===== config.mk =====
export PLATFORM = sky130hd
export DESIGN_NAME = seg_scan_ctrl
export DESIGN_NICKNAME = d
export VERILOG_FILES = /design/src/rtl/seg_scan_ctrl.sv
export SDC_FILE = /design/constraint.sdc
export NUM_CORES = 1
export LEC_CHECK = 0
export BUFFER_PORTS_ARGS = -buffer_cell sky130_fd_sc_hd__buf_2
export CORE_ASPECT_RATIO = 0.5
export CORE_MARGIN = 2
export CORE_UTILIZATION = 50
export DETAILED_ROUTE_END_ITERATION = 7
export PLACE_DENSITY_LB_ADDON = 0.15
export SKIP_CTS_REPAIR_TIMING = 1
export SLEW_MARGIN = 20
export SYNTH_ARGS = -nofsm -noshare
export SYNTH_HDL_FRONTEND = slang
export SYNTH_SLANG_ARGS = --single-unit

===== constraint.sdc =====
create_clock -name clk -period 3.7 [get_ports clk]
set_input_delay 0.37 -clock clk [delete_from_list [all_inputs] [get_ports clk]]
set_output_delay 0.37 -clock clk [all_outputs]
set_load 0.005 [all_outputs]

===== src/rtl/seg_scan_ctrl.sv =====
// Multiplexed common-anode 7-segment scanner: one digit per tick, values double-buffered
// and swapped in only when the scan wraps, so a frame never shows a mix of old and new digits.
module seg_scan_ctrl #(
    parameter int N_DIGITS    = 6,
    parameter int CLK_HZ      = 50000000,
    parameter int SCAN_HZ     = 1000,
    parameter bit COM_ACT_LOW = 1'b1
) (
    input  logic                  clk,
    input  logic                  nRESET,
    input  logic                  enable,
    input  logic                  load,
    input  logic [4*N_DIGITS-1:0] value_in,
    input  logic [N_DIGITS-1:0]   dp_mask,
    input  logic                  hex_mode,
    input  logic                  blank_lz,
    output logic [N_DIGITS-1:0]   SEG_COM,
    output logic [7:0]            SEG_DATA,
    output logic                  frame_done
);
    localparam int DIV   = CLK_HZ / SCAN_HZ;
    localparam int CNT_W = $clog2(DIV);
    localparam int IDX_W = $clog2(N_DIGITS);
    localparam logic [CNT_W-1:0]    CNT_LAST = CNT_W'(DIV - 1);
    localparam logic [IDX_W-1:0]    IDX_LAST = IDX_W'(N_DIGITS - 1);
    localparam logic [N_DIGITS-1:0] COM_OFF  = {N_DIGITS{COM_ACT_LOW}};

    logic [CNT_W-1:0]      div_cnt_reg, div_cnt_next;
    logic [IDX_W-1:0]      digit_idx_reg, digit_idx_next;
    logic                  scan_on_reg, scan_on_next;
    logic [4*N_DIGITS-1:0] pending_val_reg, shadow_val_reg, shadow_val_next;
    logic [N_DIGITS-1:0]   pending_dp_reg, shadow_dp_reg, shadow_dp_next;
    logic [N_DIGITS-1:0]   com_next;
    logic [7:0]            data_next;
    logic [N_DIGITS-1:0]   lz_blank;
    logic                  zero_run;
    logic                  tick;
    logic                  wrap;
    logic [3:0]            nib [N_DIGITS];

    function automatic logic [6:0] seg_decode(input logic [3:0] n, input logic hex);
        logic [6:0] s;
        case (n)
            4'h0: s = 7'b1111110;
            4'h1: s = 7'b0110000;
            4'h2: s = 7'b1101101;
            4'h3: s = 7'b1111001;
            4'h4: s = 7'b0110011;
            4'h5: s = 7'b1011011;
            4'h6: s = 7'b1011111;
            4'h7: s = 7'b1110000;
            4'h8: s = 7'b1111111;
            4'h9: s = 7'b1111011;
            4'hA: s = 7'b1110111;
            4'hB: s = 7'b0011111;
            4'hC: s = 7'b1001110;
            4'hD: s = 7'b0111101;
            4'hE: s = 7'b1001111;
            default: s = 7'b1000111;
        endcase
        if (!hex && n > 4'd9)
            s = 7'b0000000;
        return s;
    endfunction

    assign tick = enable && (div_cnt_reg == CNT_LAST);
    assign wrap = tick && scan_on_reg && (digit_idx_reg == IDX_LAST);

    // The first tick after enable only lights digit 0; later ticks advance the scan.
    always_comb begin
        div_cnt_next   = div_cnt_reg;
        digit_idx_next = digit_idx_reg;
        scan_on_next   = scan_on_reg;
        if (!enable) begin
            div_cnt_next   = '0;
            digit_idx_next = '0;
            scan_on_next   = 1'b0;
        end else begin
            div_cnt_next = (div_cnt_reg == CNT_LAST) ? '0 : div_cnt_reg + 1'b1;
            if (tick) begin
                scan_on_next = 1'b1;
                if (scan_on_reg)
                    digit_idx_next = (digit_idx_reg == IDX_LAST) ? '0 : digit_idx_reg + 1'b1;
            end
        end
    end

    // A load landing on the wrap tick bypasses pending so it shows in the frame starting now.
    always_comb begin
        shadow_val_next = shadow_val_reg;
        shadow_dp_next  = shadow_dp_reg;
        if (wrap) begin
            shadow_val_next = load ? value_in : pending_val_reg;
            shadow_dp_next  = load ? dp_mask  : pending_dp_reg;
        end
    end

    genvar gi;
    generate
        for (gi = 0; gi < N_DIGITS; gi++) begin : g_nib
            assign nib[gi] = shadow_val_next[4*gi +: 4];
        end
    endgenerate

    always_comb begin
        lz_blank = '0;
        zero_run = 1'b1;
        for (int i = N_DIGITS - 1; i >= 0; i--) begin
            zero_run    = zero_run && (nib[i] == 4'd0);
            lz_blank[i] = blank_lz && zero_run && (i != 0);
        end
    end

    // Outputs are decoded from next-state index/shadow so registers line up with the scan.
    always_comb begin
        com_next  = COM_OFF;
        data_next = 8'd0;
        if (scan_on_next) begin
            for (int i = 0; i < N_DIGITS; i++) begin
                if (digit_idx_next == IDX_W'(i)) begin
                    com_next[i] = !COM_ACT_LOW;
                    data_next   = {lz_blank[i] ? 7'd0 : seg_decode(nib[i], hex_mode),
                                   shadow_dp_next[i]};
                end
            end
        end
    end

    always_ff @(posedge clk or negedge nRESET) begin
        if (!nRESET) begin
            div_cnt_reg     <= '0;
            digit_idx_reg   <= '0;
            scan_on_reg     <= 1'b0;
            pending_val_reg <= '0;
            pending_dp_reg  <= '0;
            shadow_val_reg  <= '0;
            shadow_dp_reg   <= '0;
            SEG_COM         <= COM_OFF;
            SEG_DATA        <= 8'd0;
            frame_done      <= 1'b0;
        end else begin
            div_cnt_reg    <= div_cnt_next;
            digit_idx_reg  <= digit_idx_next;
            scan_on_reg    <= scan_on_next;
            shadow_val_reg <= shadow_val_next;
            shadow_dp_reg  <= shadow_dp_next;
            if (load) begin
                pending_val_reg <= value_in;
                pending_dp_reg  <= dp_mask;
            end
            SEG_COM    <= com_next;
            SEG_DATA   <= data_next;
            frame_done <= wrap;
        end
    end
endmodule


==> results by group <==
Synth
  • Post-synth top area share: 34.1%
  • Area contributors post-synth: dfrtp_1 (34%), ha_1 (6.5%), mux2_2 (5.7%)
  • Synth Area per Inst: 9.27 um2
  • Mapped Area: 6530 um2
  • Top_reg_cell synth: dfrtp_1
  • Number of synthesized flops with an enable pin: 0
  • Register area share after synthesis: 36.5%
  • Net count after synthesis: 774
  • Flops & latches, synth: 95
  • Synth top cells by count: dfrtp_1 (89), nand2_1 (48), inv_1 (47)
  • Yosys warns: 0
  • Count leader, synth: dfrtp_1
  • Distinct cells, synth: 93
  • Synth area leader: dfrtp_1
  • FFs w/ async S/R, synth: 100%
  • Mapped Cells: 704

Routing
  • Post-Route WL: 20200 um
  • DR vias/cell: 6.10
  • WL per Instance: 20.5 um
  • Antenna-violating nets left: 0
  • Initial DRC count: 548
  • 1st-pass router iterations: 6
  • Drc violations: 0
  • Vias: 6013

Clock network
  • Number of H-tree levels: 3
  • CTS Sinks: 95
  • Clock Latency Late Sink: 0.35 ns
  • CTS max path bufs: 2
  • Clock slew at the register clock pins of the worst setup and hold paths: 0.07 ns
  • Root buffer cell: clkbuf_16
  • CTS buffer count: 9
  • CTS tree: built

Timing
  • Fmax: 257 MHz
  • Period utilization: 105%
  • Final hold vios: 0
  • Minimum clock period: 3.89 ns
  • Rel. slew slack: 49.0%
  • RSZ-0062 raised after global routing: true
  • Hold Slack: 0.0980 ns
  • Final setup vio count: 6
  • Actual slew at the worst max-slew pin: 0.766 ns
  • Clk_skew: 0.00602 ns
  • Post-route setup slack: -0.195 ns
  • Max-slew violations: 0

Setup path
  • Reg2reg setup slack: -0.19 ns
  • Worst r2r path cells: 14
  • Critical path endpoint category: flip-flop
  • CP Launch Type: flip-flop
  • Critical path required time: 3.96 ns
  • Worst setup path end: SEG_DATA[2]
  • CP Class: reg -> reg
  • Worst R2R End: SEG_DATA[2]
  • Critical Path Source: div_cnt_reg[12]
  • Max Fanout on Critical Path: 8
  • Data arrival, critical path: 4.16 ns
  • Worst reg2reg startpoint: div_cnt_reg[12]

Status
  • Failing checks: negative setup slack
  • Run status: complete, but fails checks

Floorplan
  • Core Box Area: 12700 um2
  • # IOs: 51
  • Full die area: 14000 um2
  • Die Ht: 84.8 um
  • Die X: 166 um
  • Initial Util: 51.4%
  • Rows: 29

GRT
  • Total GRT Usage: 29.2%
  • Total global routing overflow: 0
  • Initial antenna violation count: 0
  • First-pass GRT wire length: 31400 um
  • Largest net degree at the start of global routing: 59
  • Vias in the first global route: 5778

Layout
  • Fillers: 1117
  • Antenna Cells: 0
  • Share of cells above drive strength 1: 29.3%
  • Layout Utilization: 62.2%
  • Final net count: 880
  • Multi-input logic area: 4010 um2
  • Fin area: 7910 um2
  • Sequential cell area: 2380 um2
  • Synth-to-Final Area Change: 21.2%

Run
  • Maxcap violations: 0

Placement
  • Placed Area: 7330 um2
  • Dpl ws: -0.476 ns
  • Routability congestion estimate from global placement: 1.02
  • Port Buf Inserts: 50
  • Dpl hpwl: 15100 um

Pwr
  • Peak supply drop: 0.188 mV
  • PD cells: 279 nW/um2
  • Leakage: 3.57 nW

Hold path
  • Hold/Removal Path Class: in -> async
## placed cells by master (no fill, tap or decap), types with 29 or more instances in the layout
master / netlist / final
dfrtp_1: 89 / 89
buf_4: 4 / 75
buf_2: 10 / 49
nand2_1: 48 / 48
inv_1: 47 / 46
nor2_1: 46 / 46
a21oi_1: 38 / 37
o21ai_0: 36 / 34
nand3_1: 32 / 32
mux2_2: 33 / 31
ha_1: 34 / 29
## worst min path at each step
stage | from | end | slack, ns | depth (start not counted)
floorplan | nRESET | SEG_DATA[0] | 0.07 | 0
finish | nRESET | pending_val_reg[16] | 0.1 | 1
CTS | nRESET | pending_val_reg[16] | 0.12 | 1
global route | nRESET | pending_val_reg[16] | 0.15 | 1
detailed placement | nRESET | pending_val_reg[16] | 0.49 | 1
global placement | nRESET | shadow_val_reg[21] | 0.48 | 1
## cell families (layout without fill, tap and decap cells)
logic type                 after synthesis  count (layout)  synth area share, %
and+or+nand+nor                        231             231                 19.2
buffers and inverters                   79             190                 5.75
xor gates and xnor gates                17              17                 2.28
adders and majority gates               34              34                 6.52
DFF                                     95              95                 36.5
muxes                                   53              53                 8.76
AOI/OAI and AO/OA                      195             195                 20.9
## per-stage QoR
stage | instances | power, mW | TNS [ns]
floorplan | 704 | 1.19 | 0
global placement | 963 | 1.27 | -0.496
detailed placement | 963 | 1.27 | -1.74
CTS | 979 | 2.21 | -2.07
global route | 985 | 2.28 | -1.44
finish | 985 | 2.20 | -0.510
## power by group
| group | total [mW] | leakage [nW] | internal [mW] | switching [mW] |
|---|---|---|---|---|
| registers | 1.08 | 1.24 | 1.07 | 0.0105 |
| logic | 0.178 | 2.19 | 0.0702 | 0.108 |
| clock network | 0.940 | 0.142 | 0.516 | 0.424 |
| total | 2.20 | 3.57 | 1.66 | 0.543 |
## routing by layer
metal	track usage [%]	up-vias	part of all wire (%)
li1	-	2803	-
met1	43.8	2938	48
met2	42.1	246	42
met3	7.95	26	9.0
met4	5.96	0	1.1
met5	0	-	0
## cell type report
cell class | instances | share of cell area [%]
Clock buffer | 13 | 3.42
Clock inverter | 3 | 0.317
Inverter | 49 | 2.33
Tap cell | 170 | 2.69
Sequential cell | 95 | 30.2
Timing Repair Buffer | 125 | 10.4
Multi-Input combinational cell | 530 | 50.7
## worst max-delay path: stages, from the launching register on
cell and delay, ns:
dfrtp_1 0.41, nor4b_4 0.36, nand4_1 0.29, nor2_4 0.32
buf_4 0.16, buf_4 0.19, mux2_2 0.37, inv_1 0.13
ha_1 0.23, nor2_1 0.08, a21oi_2 0.18, o31ai_4 0.12
o31ai_1 0.53, o311a_1 0.27, a2bb2oi_1 0.17
Note: power is estimated with default switching activity, not from simulation.
